### src/rtl/vector_mem_seq_pkg.sv
// Shared types and constants for the vector memory sequencer.
package vector_mem_pkg;

   // Data-memory beat width and the vector width built from eight beats.
   localparam int W     = 32;
   localparam int VW    = 8 * W;
   localparam int BEATS = 8;
   // Only seven lanes are buffered; the last lane is forwarded straight
   // from the memory read port during the drain cycle.
   localparam int LANES = BEATS - 1;

   typedef enum logic [1:0] {
      IDLE   = 2'd0,
      VSTORE = 2'd1,
      VLOAD  = 2'd2,
      VDRAIN = 2'd3
   } vmem_state_t;

   // True on the final beat of a vector transfer.
   function automatic logic is_last_beat(input logic [2:0] k);
      return k == 3'(BEATS - 1);
   endfunction

endpackage

### src/rtl/vector_mem_seq_if.sv
// Data-memory bus between the sequencer (master) and the memory (slave).
//
// Handshake: there is no backpressure. A cycle with mem_we=1 writes
// mem_wdata to mem_addr at the closing clock edge. A cycle with mem_re=1
// requests mem_addr; the slave presents the word on mem_rdata during the
// following cycle and holds it until the next read request completes.
interface vector_mem_seq_if #(
   parameter int N = 24,
   parameter int W = 32
);
   logic [N-1:0] mem_addr;
   logic         mem_we;
   logic         mem_re;
   logic [W-1:0] mem_wdata;
   logic [W-1:0] mem_rdata;

   modport master (
      output mem_addr,
      output mem_we,
      output mem_re,
      output mem_wdata,
      input  mem_rdata
   );

   modport slave (
      input  mem_addr,
      input  mem_we,
      input  mem_re,
      input  mem_wdata,
      output mem_rdata
   );
endinterface

### src/rtl/vector_mem_seq_vlane_buffer.sv
// Holds the seven vector-load lanes captured from the memory read port.
// Write is indexed by lane; clear is synchronous and has priority.
module vlane_buffer
   import vector_mem_pkg::*;
#(
   parameter int LANE_W = W
) (
   input  logic                    clk,
   input  logic                    clr,
   input  logic                    we,
   input  logic [2:0]              idx,
   input  logic [LANE_W-1:0]       wdata,
   output logic [LANES*LANE_W-1:0] lanes
);

   logic [LANES-1:0][LANE_W-1:0] lane_q;

   // Lane storage: clear wins over write; an index outside 0..6 writes nothing.
   always_ff @(posedge clk) begin
      if (clr) begin
         lane_q <= '0;
      end else if (we) begin
         for (int i = 0; i < LANES; i++) begin
            if (idx == 3'(i)) begin
               lane_q[i] <= wdata;
            end
         end
      end
   end

   assign lanes = lane_q;

endmodule

### src/rtl/vector_mem_seq.sv
// M-stage memory sequencer: passes scalar loads/stores straight through and
// serialises 8-beat vector loads/stores onto a single-word data memory,
// stalling the upstream pipeline while a vector transfer is in flight.
module vector_mem_seq #(
   parameter int N  = 24,
   parameter int W  = vector_mem_pkg::W,
   parameter int VW = vector_mem_pkg::VW
) (
   input  logic                        clk,
   input  logic                        rst_n,
   input  logic                        MemWriteM,
   input  logic                        MemtoRegM,
   input  logic                        vMemWriteM,
   input  logic                        vMemReadM,
   input  logic [N-1:0]                ALUResultM,
   input  logic [N-1:0]                WriteDataM,
   input  logic [VW-1:0]               vWriteDataM,
   output logic [N-1:0]                ReadDataM,
   output logic [VW-1:0]               vReadDataM,
   output logic                        vReadValidM,
   output logic                        StallM,
   vector_mem_seq_if.master            bus,
   output vector_mem_pkg::vmem_state_t dbg_state
);

   localparam int LANES = vector_mem_pkg::LANES;

   vector_mem_pkg::vmem_state_t state_q, state_d;
   logic [2:0]   k_q, k_d;
   logic [N-1:0] base_q, base_d;

   logic [N-1:0] beat_addr;
   logic [W-1:0] beat_wdata;
   logic [W-1:0] store_lane [8];

   logic [N-1:0] addr_c;
   logic         we_c;
   logic         re_c;
   logic [W-1:0] wdata_c;
   logic         stall_c;
   logic         vvalid_c;
   logic         lane_we;
   logic [2:0]   lane_idx;

   logic [LANES*W-1:0] lanes;

   // Split the vector store operand into per-beat words.
   for (genvar i = 0; i < 8; i++) begin : g_store_lane
      assign store_lane[i] = vWriteDataM[i*W +: W];
   end

   // Beat address wraps naturally at the N-bit address width.
   assign beat_addr  = base_q + N'(k_q);
   assign beat_wdata = store_lane[k_q];

   // State, beat counter and latched base address.
   always_ff @(posedge clk) begin
      if (!rst_n) begin
         state_q <= vector_mem_pkg::IDLE;
         k_q     <= '0;
         base_q  <= '0;
      end else begin
         state_q <= state_d;
         k_q     <= k_d;
         base_q  <= base_d;
      end
   end

   // Next state and raw (pre-reset-gating) memory/pipeline controls.
   always_comb begin
      state_d  = state_q;
      k_d      = k_q;
      base_d   = base_q;
      addr_c   = ALUResultM;
      we_c     = 1'b0;
      re_c     = 1'b0;
      wdata_c  = W'(WriteDataM);
      stall_c  = 1'b0;
      vvalid_c = 1'b0;
      lane_we  = 1'b0;
      lane_idx = k_q - 3'd1;

      case (state_q)
         vector_mem_pkg::IDLE: begin
            if (vMemWriteM || vMemReadM) begin
               // T0: latch the base and stall; no memory access this cycle.
               // A simultaneous store and load request is taken as a store.
               stall_c = 1'b1;
               base_d  = ALUResultM;
               k_d     = 3'd0;
               state_d = vMemWriteM ? vector_mem_pkg::VSTORE
                                    : vector_mem_pkg::VLOAD;
            end else begin
               we_c = MemWriteM;
               re_c = MemtoRegM;
            end
         end

         vector_mem_pkg::VSTORE: begin
            we_c    = 1'b1;
            addr_c  = beat_addr;
            wdata_c = beat_wdata;
            // The pipeline is released on the last beat so the next
            // instruction reaches M as the sequencer returns to IDLE.
            stall_c = !vector_mem_pkg::is_last_beat(k_q);
            k_d     = k_q + 3'd1;
            if (vector_mem_pkg::is_last_beat(k_q)) begin
               state_d = vector_mem_pkg::IDLE;
            end
         end

         vector_mem_pkg::VLOAD: begin
            re_c    = 1'b1;
            addr_c  = beat_addr;
            stall_c = 1'b1;
            // Read data lags its request by one cycle, so beat k delivers
            // the word requested by beat k-1.
            lane_we = (k_q != 3'd0);
            k_d     = k_q + 3'd1;
            if (vector_mem_pkg::is_last_beat(k_q)) begin
               state_d = vector_mem_pkg::VDRAIN;
            end
         end

         vector_mem_pkg::VDRAIN: begin
            // The eighth word is on mem_rdata now and is forwarded directly.
            vvalid_c = 1'b1;
            state_d  = vector_mem_pkg::IDLE;
         end

         default: begin
            state_d = vector_mem_pkg::IDLE;
         end
      endcase
   end

   vlane_buffer #(
      .LANE_W (W)
   ) u_lanes (
      .clk   (clk),
      .clr   (!rst_n),
      .we    (lane_we && rst_n),
      .idx   (lane_idx),
      .wdata (bus.mem_rdata),
      .lanes (lanes)
   );

   // Reset forces every strobe low regardless of state or inputs.
   assign bus.mem_addr  = addr_c;
   assign bus.mem_wdata = wdata_c;
   assign bus.mem_we    = we_c && rst_n;
   assign bus.mem_re    = re_c && rst_n;
   assign StallM        = stall_c && rst_n;
   assign vReadValidM   = vvalid_c && rst_n;

   assign ReadDataM  = bus.mem_rdata[N-1:0];
   assign vReadDataM = {(vReadValidM ? bus.mem_rdata : {W{1'b0}}), lanes};
   assign dbg_state  = state_q;

endmodule

### src/flat_wrapper.sv
// flat-port wrapper written by rule: the top's interface ports become plain ports
module vector_mem_seq_flat 
#(
   parameter int N  = 24,
   parameter int W  = vector_mem_pkg::W,
   parameter int VW = vector_mem_pkg::VW
)
  (clk, rst_n, MemWriteM, MemtoRegM, vMemWriteM, vMemReadM, ALUResultM, WriteDataM, vWriteDataM, ReadDataM, vReadDataM, vReadValidM, StallM, dbg_state, bus_mem_addr, bus_mem_we, bus_mem_re, bus_mem_wdata, bus_mem_rdata);
  vector_mem_seq_if #(.N(N), .W(W)) bus_i ();
  input  logic clk;
  input  logic rst_n;
  input  logic MemWriteM;
  input  logic MemtoRegM;
  input  logic vMemWriteM;
  input  logic vMemReadM;
  input  logic [N-1:0] ALUResultM;
  input  logic [N-1:0] WriteDataM;
  input  logic [VW-1:0] vWriteDataM;
  output logic [N-1:0] ReadDataM;
  output logic [VW-1:0] vReadDataM;
  output logic vReadValidM;
  output logic StallM;
  output vector_mem_pkg::vmem_state_t dbg_state;
  output wire logic [$bits(bus_i.mem_addr)-1:0] bus_mem_addr;
  output wire logic [$bits(bus_i.mem_we)-1:0] bus_mem_we;
  output wire logic [$bits(bus_i.mem_re)-1:0] bus_mem_re;
  output wire logic [$bits(bus_i.mem_wdata)-1:0] bus_mem_wdata;
  input wire logic [$bits(bus_i.mem_rdata)-1:0] bus_mem_rdata;
  assign bus_mem_addr = bus_i.mem_addr;
  assign bus_mem_we = bus_i.mem_we;
  assign bus_mem_re = bus_i.mem_re;
  assign bus_mem_wdata = bus_i.mem_wdata;
  assign bus_i.mem_rdata = bus_mem_rdata;
  vector_mem_seq #(.N(N), .W(W), .VW(VW)) u_core (.clk(clk), .rst_n(rst_n), .MemWriteM(MemWriteM), .MemtoRegM(MemtoRegM), .vMemWriteM(vMemWriteM), .vMemReadM(vMemReadM), .ALUResultM(ALUResultM), .WriteDataM(WriteDataM), .vWriteDataM(vWriteDataM), .ReadDataM(ReadDataM), .vReadDataM(vReadDataM), .vReadValidM(vReadValidM), .StallM(StallM), .bus(bus_i), .dbg_state(dbg_state));
endmodule
### config.mk
export PLATFORM = sky130hd
export DESIGN_NAME = vector_mem_seq_flat
export DESIGN_NICKNAME = d
export VERILOG_FILES = /design/src/rtl/vector_mem_seq_pkg.sv /design/src/rtl/vector_mem_seq_if.sv /design/src/rtl/vector_mem_seq_vlane_buffer.sv /design/src/rtl/vector_mem_seq.sv /design/src/flat_wrapper.sv
export SDC_FILE = /design/constraint.sdc
export NUM_CORES = 1
export LEC_CHECK = 0
export ABC_AREA = 1
export CAP_MARGIN = 20
export CORE_AREA = 10 10 255 257
export CTS_CLUSTER_SIZE = 28
export DETAILED_ROUTE_END_ITERATION = 8
export DIE_AREA = 0 0 265 267
export GPL_ROUTABILITY_DRIVEN = 0
export PLACE_DENSITY = 0.57
export SLEW_MARGIN = 30
export SYNTH_ARGS = -nofsm -noshare
export SYNTH_HDL_FRONTEND = slang
export SYNTH_HIERARCHICAL = 1
export SYNTH_SLANG_ARGS = --single-unit
### constraint.sdc
create_clock -name clk -period 3.27 [get_ports clk]
set_clock_uncertainty 0.15 [all_clocks]
set_input_delay 0.4905 -clock clk [delete_from_list [all_inputs] [get_ports clk]]
set_output_delay 0.4905 -clock clk [all_outputs]
set_load 0.01 [all_outputs]
==> results of run 1 <==
## stage by stage
step / utilization / setup WS (ns)
floorplan: - / 0.837
global placement: 0.364 / 0.205
detailed placement: 0.364 / 0.229
CTS: 0.382 / -0.0229
global route: 0.384 / 0.00132
finish: 0.384 / 0.120
## cells in the final DEF, fill, tap and decap left out, types with 5 or more instances in the layout
cell type	n
nand2_1	375
nand3_1	274
dlymetal6s2s_1	19
o211ai_2	10
clkbuf_1	7
nand4_1	6
clkbuf_16	29
o211ai_1	46
nor2_1	672
diode_2	18
clkinv_2	5
dfxtp_1	250
clkdlybuf4s50_1	634
o21ai_1	12
nor2_4	12
a211oi_1	6
ha_1	11
nor3_1	13
o21ai_0	160
xor2_1	6
a21oi_1	42
o22ai_1	9
clkbuf_8	6
buf_12	26
dlygate4sd2_1	24
buf_4	46
inv_1	132
## registers in the layout, indices dropped and copies added, names as in the netlist
name,flops
u_core/base_q,24
u_core/dbg_state,2
u_core/k_q,3
u_core/u_lanes/lanes,224
## where the power goes
part	total [mW]	switching (mW)	internal (mW)
sequential	3.50	0.216	3.28
clock	3.12	1.36	1.76
combinational	6.67	4.12	2.55
total	13.3	5.70	7.59
## worst max path at each step
stage	to	cells after the start	startpoint
floorplan	u_core/u_lanes/lanes[129]	14	u_core/k_q[0]
detailed placement	bus_mem_wdata[2]	6	vWriteDataM[66]
finish	bus_mem_wdata[8]	8	u_core/k_q[0]
global route	bus_mem_wdata[10]	9	u_core/k_q[0]
CTS	bus_mem_wdata[8]	8	u_core/k_q[0]
global placement	bus_mem_wdata[2]	6	vWriteDataM[66]
## cells by family (layout without fill, tap and decap cells)
kind of cell / Yosys count / after routing / share of synthesized area
AOI/OAI and AO/OA: 290 / 290 / 0.120
DFF: 253 / 253 / 0.363
buffers and inverters: 329 / 958 / 0.106
adders and majority gates: 13 / 13 / 0.0122
xor gates and xnor gates: 6 / 6 / 0.00377
and+or+nand+nor: 1360 / 1360 / 0.395
other: 0 / 18 / 0
## critical path, delay by kind of cell (launching register included)
family	cells	cell delay, ns
compound gates	2	0.32
buf+inv	4	1.10
simple gates	2	0.15
flops	1	0.37
## routing by layer
metal  up-vias  global-route usage
li1       8400                   -
met1      7729               0.242
met2       637               0.385
met3       115              0.0563
met4         2              0.0750
met5         -                   0
## cell type report
class / instances / area (µm²)
antenna: 18 / 45.0
clock buffer: 42 / 835
clock inverter: 8 / 51.3
fill: 6498 / 36900
inverter: 144 / 557
multi-input combinational: 1669 / 7510
sequential: 253 / 5070
tap: 782 / 978
timing repair buffer: 764 / 7940
## timing repair
| action | 4_1_cts | 5_1_grt |
|---|---|---|
| cloned | 5 | 0 |
| buffers inserted | 4 | 0 |
| gates resized for setup | 59 | 34 |
| endpoints found under the setup margin | 52 | 28 |
| pin swaps | 4 | 2 |
==> metrics.cfg, run 1 <==
[power]
p_total_mw = 13.3
power_density_mw_per_mm2 = 578
ir_drop_uv = 339
p_leak_nw = 9.37

[placed_design]
io_buffers = 683
dpl_cell_area_mm2 = 0.0218
dp.cells = 3603
place.detailed.hpwl_um = 60200

[global_routing]
antenna_found_initial = 27
grt_pass1_vias = 16300
grt_pass1_wl_um = 114000
overflow = 0
grt_usage = 0.215
grt_max_degree = 57

[drt]
wl_met2_um = 40400
avgRoutedWirePerCell_um = 21.8
ant_nets = 0
wirelength_um = 80300
num_vias = 16900
drtIter0Drc = 914
highest_layer = met5
wl_met3_um = 6360
vias_per_cell = 4.59
dr.pass1.iters = 5
post-route-drc-count = 0
met1_length_um = 31200

[timing]
tightest_slew_ns = 0.616
finalCritPeriodShare = 0.963
setup_violations = 0
hold_viol_final = 0
fin_hold_ws_ns = 0.328
slew_headroom = 0.589
period_minus_slack_ns = 3.15
rsz0062_at_grt = false
slew_viol_final = 0
finalSetupTns_ns = 0
clock.fmax_ghz = 0.317

[worst_setup_path]
cp_slowest_cell = clkdlybuf4s50_1
cpPeakStageDelay_ns = 0.49
path_cells = buf_4 > bufbuf_16 > o21ai_2 > buf_4 > o211ai_1 > nand3_1 > nand2_1 > clkdlybuf4s50_1
crit_type = reg -> out
cpMostUsedCell = buf_4
r2r_slack_ns = 0.65
r2r-end = u_core/u_lanes/lanes[223]
crit_fanout = 11
reg2regPathDepth = 9
worstPathArrival_ns = 2.51
cp.required_ns = 2.63
cp-start-kind = flip-flop
endpoint_kind = output pin
r2r-start = u_core/k_q[1]

[hold_path]
hold_path_class = reg -> reg
hp-start = u_core/u_lanes/lanes[204]
whs_path_depth = 2
hold_path_end = u_core/u_lanes/lanes[204]

[floorplan]
die_y_um = 267
fp.coreArea_mm2 = 0.0599
dieWidth_um = 265
row_count = 90
dieArea_mm2 = 0.0708
num_io_pins = 684
start_util = 0.233

[yosys]
synthArstFlopShare = 0
yosys.area.top_type = dfxtp_1
synth_ff_type = dfxtp_1
synth_seq_area_share = 0.363
synth.most_common_cell = nor2_1
ys_types = 31
synth-edff-count = 0
synth_nets = 2606
ys_seq_elements = 253
yosys-top-cells-area = dfxtp_1 (36%), nor2_1 (18%), nand2_1 (10%), nand3_1 (9.9%), o21ai_0 (6.1%)
synth.top_cells.by_count = nor2_1 (682), nand2_1 (378), nand3_1 (275)
synth_area_per_cell_um2 = 6.20
synth.cell_area_mm2 = 0.0140
yosysWarnings = 6
synthCells = 2251
synth_top_area_share = 0.363

[cts]
htreeDepth = 1
cts_buffers = 29
clk_latency_ns = 0.56
cts_sinks = 253
clkSlewWorstSetupHoldPaths_ns = 0.06
cts_root_buffer = clkbuf_16
hold_buffers = 0
cts_tree = done
clk_path_buf_depth = 3

[run]
drv_cap = 0

[final_layout]
final_area_mm2 = 0.0230
finalNetCount = 3216
instances_no_fill = 3680
drive_gt1_frac = 0.0597
area_growth_pct = 64.8

[outcome]
status = completed

(Power assumes the default switching activity.)
==> run 2: changes to the inputs <==
--- a/config.mk
+++ b/config.mk
@@ -13,6 +13,7 @@
 export DIE_AREA = 0 0 265 267
 export GPL_ROUTABILITY_DRIVEN = 0
 export PLACE_DENSITY = 0.57
+export SETUP_SLACK_MARGIN = 0.5
 export SLEW_MARGIN = 30
 export SYNTH_ARGS = -nofsm -noshare
 export SYNTH_HDL_FRONTEND = slang
==> run 2 against run 1 <==
Against the previous run:
- utilization up 2.9 points
- count of clock-buffer cells in the layout unchanged
- clock power hardly changed
- largest cell class unchanged
- worst setup slack gained 0.17 ns
- sequential share of layout area fell by 1.5 points
- final cell count up 2.5%
- sequential power hardly changed
- via count rose by 4.9%
- non-clock buffer count grew 83
- wire length rose by 8.3%
- critical path type unchanged
- critical endpoint is now bus_mem_wdata[2]
- register-to-register slack worse by 0.06 ns
==> metrics.cfg, run 2 (synthesized netlist as in run 1, its figures left out) <==
[outcome]
status = completed

[cts]
cts_sinks = 253  ; unchanged
clk_path_buf_depth = 3  ; unchanged
cts_buffers = 29  ; unchanged
clk_latency_ns = 0.56  ; about the same
clkSlewWorstSetupHoldPaths_ns = 0.06  ; about the same
htreeDepth = 1  ; unchanged
cts_root_buffer = clkbuf_16
cts_tree = done
hold_buffers = 0  ; unchanged

[drt]
vias_per_cell = 4.69  ; +2.3%
num_vias = 17700  ; +4.9%
wirelength_um = 87000  ; +8.3%
ant_nets = 0  ; unchanged
dr.pass1.iters = 7  ; +2
avgRoutedWirePerCell_um = 23.0  ; +5.6%
post-route-drc-count = 0  ; unchanged
drtIter0Drc = 1022  ; +12%

[hold_path]
hold_path_class = reg -> reg
hp-start = u_core/u_lanes/lanes[204]
whs_path_depth = 2  ; unchanged

[placed_design]
dp_slack_ns = 0.229  ; unchanged
place.detailed.hpwl_um = 60200  ; unchanged
dpl_cell_area_mm2 = 0.0218  ; unchanged
io_buffers = 683  ; unchanged
dp.cells = 3603  ; unchanged

[timing]
period_minus_slack_ns = 2.98  ; -0.172 ns
tightest_slew_ns = 0.635  ; +0.0193 ns
finalCritPeriodShare = 0.911  ; -0.0526
slew_viol_final = 0  ; unchanged
fin_hold_ws_ns = 0.328  ; +0.000360 ns
finalSetupTns_ns = 0  ; unchanged
setup_slack_ns = 0.292  ; +0.172 ns
slew_headroom = 0.574  ; -0.0147
clock.fmax_ghz = 0.336  ; +5.8%
rsz0062_at_grt = true
hold_viol_final = 0  ; unchanged
setup_violations = 0  ; unchanged

[floorplan]
row_count = 90  ; unchanged
dieArea_mm2 = 0.0708  ; unchanged
start_util = 0.233  ; unchanged
num_io_pins = 684  ; unchanged
dieWidth_um = 265  ; unchanged
die_y_um = 267  ; unchanged
fp.coreArea_mm2 = 0.0599  ; unchanged

[final_layout]
fin_util = 0.413  ; +0.0290
drive_gt1_frac = 0.152  ; +0.0927
area_growth_pct = 77.3
mostFrequentLayoutCell = nor2_1
instances_no_fill = 3773  ; +2.5%
largest_reg_flops = 224  ; unchanged
finalNetCount = 3301  ; +2.6%
final_cell_mix = nor2_1 (651), clkdlybuf4s50_1 (591), nand2_1 (356), nand3_1 (264), dfxtp_1 (245)
final_area_mm2 = 0.0247  ; +7.6%

[worst_setup_path]
worstPathArrival_ns = 2.34  ; -0.17 ns
cp_num_buf_inv = 4  ; unchanged
crit_fanout = 6  ; -5
endpoint_kind = output pin
cp-start-kind = flip-flop
crit_type = reg -> out
path_cells = buf_4 > buf_12 > buf_16 > o21ai_2 > o211ai_1 > nand3_1 > nand2_1 > buf_6
cp_slowest_cell = o211ai_1
cpPeakStageDelay_ns = 0.54  ; +0.05 ns
crit_cells = 8  ; unchanged
crit_path_start = u_core/k_q[0]
crit_family = compound AO/OA/AOI/OAI gates
cp.required_ns = 2.63  ; about the same
reg2regPathDepth = 14  ; +5
r2r-start = u_core/k_q[0]

[power]
clockPowerShare = 0.199  ; -0.036
power_frac_comb = 0.578  ; +0.076
p_sw_mw = 6.74  ; +18%
intPower_mw = 9.02  ; +19%
p_leak_nw = 10.0  ; +7.0%
p_sw_frac = 0.428  ; -0.00127
p_total_mw = 15.8  ; +19%
seqPwrFrac = 0.223  ; -0.040
power_density_mw_per_mm2 = 637  ; +10%
ir_drop_uv = 341  ; +0.73%

[global_routing]
grt_pass1_vias = 17000  ; +3.8%
antenna_found_initial = 32  ; +19%
grt_max_degree = 57  ; unchanged
grt_pass1_wl_um = 121000  ; +5.8%
overflow = 0  ; unchanged
grt_usage = 0.229  ; +0.0147

[run]
drv_cap = 0  ; unchanged

==> run 2: changes by cell type in the layout (fill, tap and decap cells not counted), sizes merged <==
cell	change
buf	+133
clkdlybuf4s50	-43
clkbuf	+26
dlymetal6s2s	-19
dlygate4sd2	-11
diode	+8
clkdlybuf4s15	-2
inv	+2
bufbuf	-1
==> run 2: final timing paths <==
check             slack [ns]                         to
setup / recovery        0.29           bus_mem_wdata[2]
hold / removal          0.33  u_core/u_lanes/lanes[204]
setup reg to reg        0.59   u_core/u_lanes/lanes[60]
hold reg to reg         0.33  u_core/u_lanes/lanes[204]
==> run 2: power groups by stage <==
stage	clock (mW)	sequential, mW	combinational [mW]
2_1_floorplan	0	3.52	3.36
3_3_place_gp	0	3.55	6.44
3_5_place_dp	0	3.55	6.42
4_1_cts	3.22	3.51	8.32
5_1_grt	3.34	3.55	9.64
6_report	3.13	3.52	9.11
==> run 2: area by class of cell <==
type                    count  area, µm²
well taps                 782        978
clock buffers              42        835
flip-flops and latches    253       5080
fillers                  6383      35200
repair inverters            2       28.8
multi-input cells        1669       8130
inverters                 144        573
repair buffers            847       8990
clock inverters             8       51.3
diodes                     26       65.1
==> run 2: timing repair <==
action                     4_1_cts  5_1_grt
setup endpoints to repair       91      278
pin swaps                       68       89
hold endpoints to repair         0        0
gates cloned                    21        3
gates resized for setup        449      220
buffers inserted                43       27
==> run 2: routing by layer <==
| layer | part of all wire | track usage | routed length (µm) |
|---|---|---|---|
| met4 | 0.043 | 0.113 | 3720 |
| met5 | 0.00021 | 0 | 18 |
| met2 | 0.50 | 0.406 | 43800 |
| met1 | 0.38 | 0.251 | 32800 |
| met3 | 0.076 | 0.0595 | 6630 |
==> run 2: worst reg2reg max path: cells and delay by family, from the launching register on <==
kind                     cells  cell delay (ns)
AND/OR/NAND/NOR              4             0.47
buffers and inverters        8             1.07
AO/OA/AOI/OAI                1             0.25
flip-flops                   1             0.43
adder cells (fa/ha/maj)      1             0.21
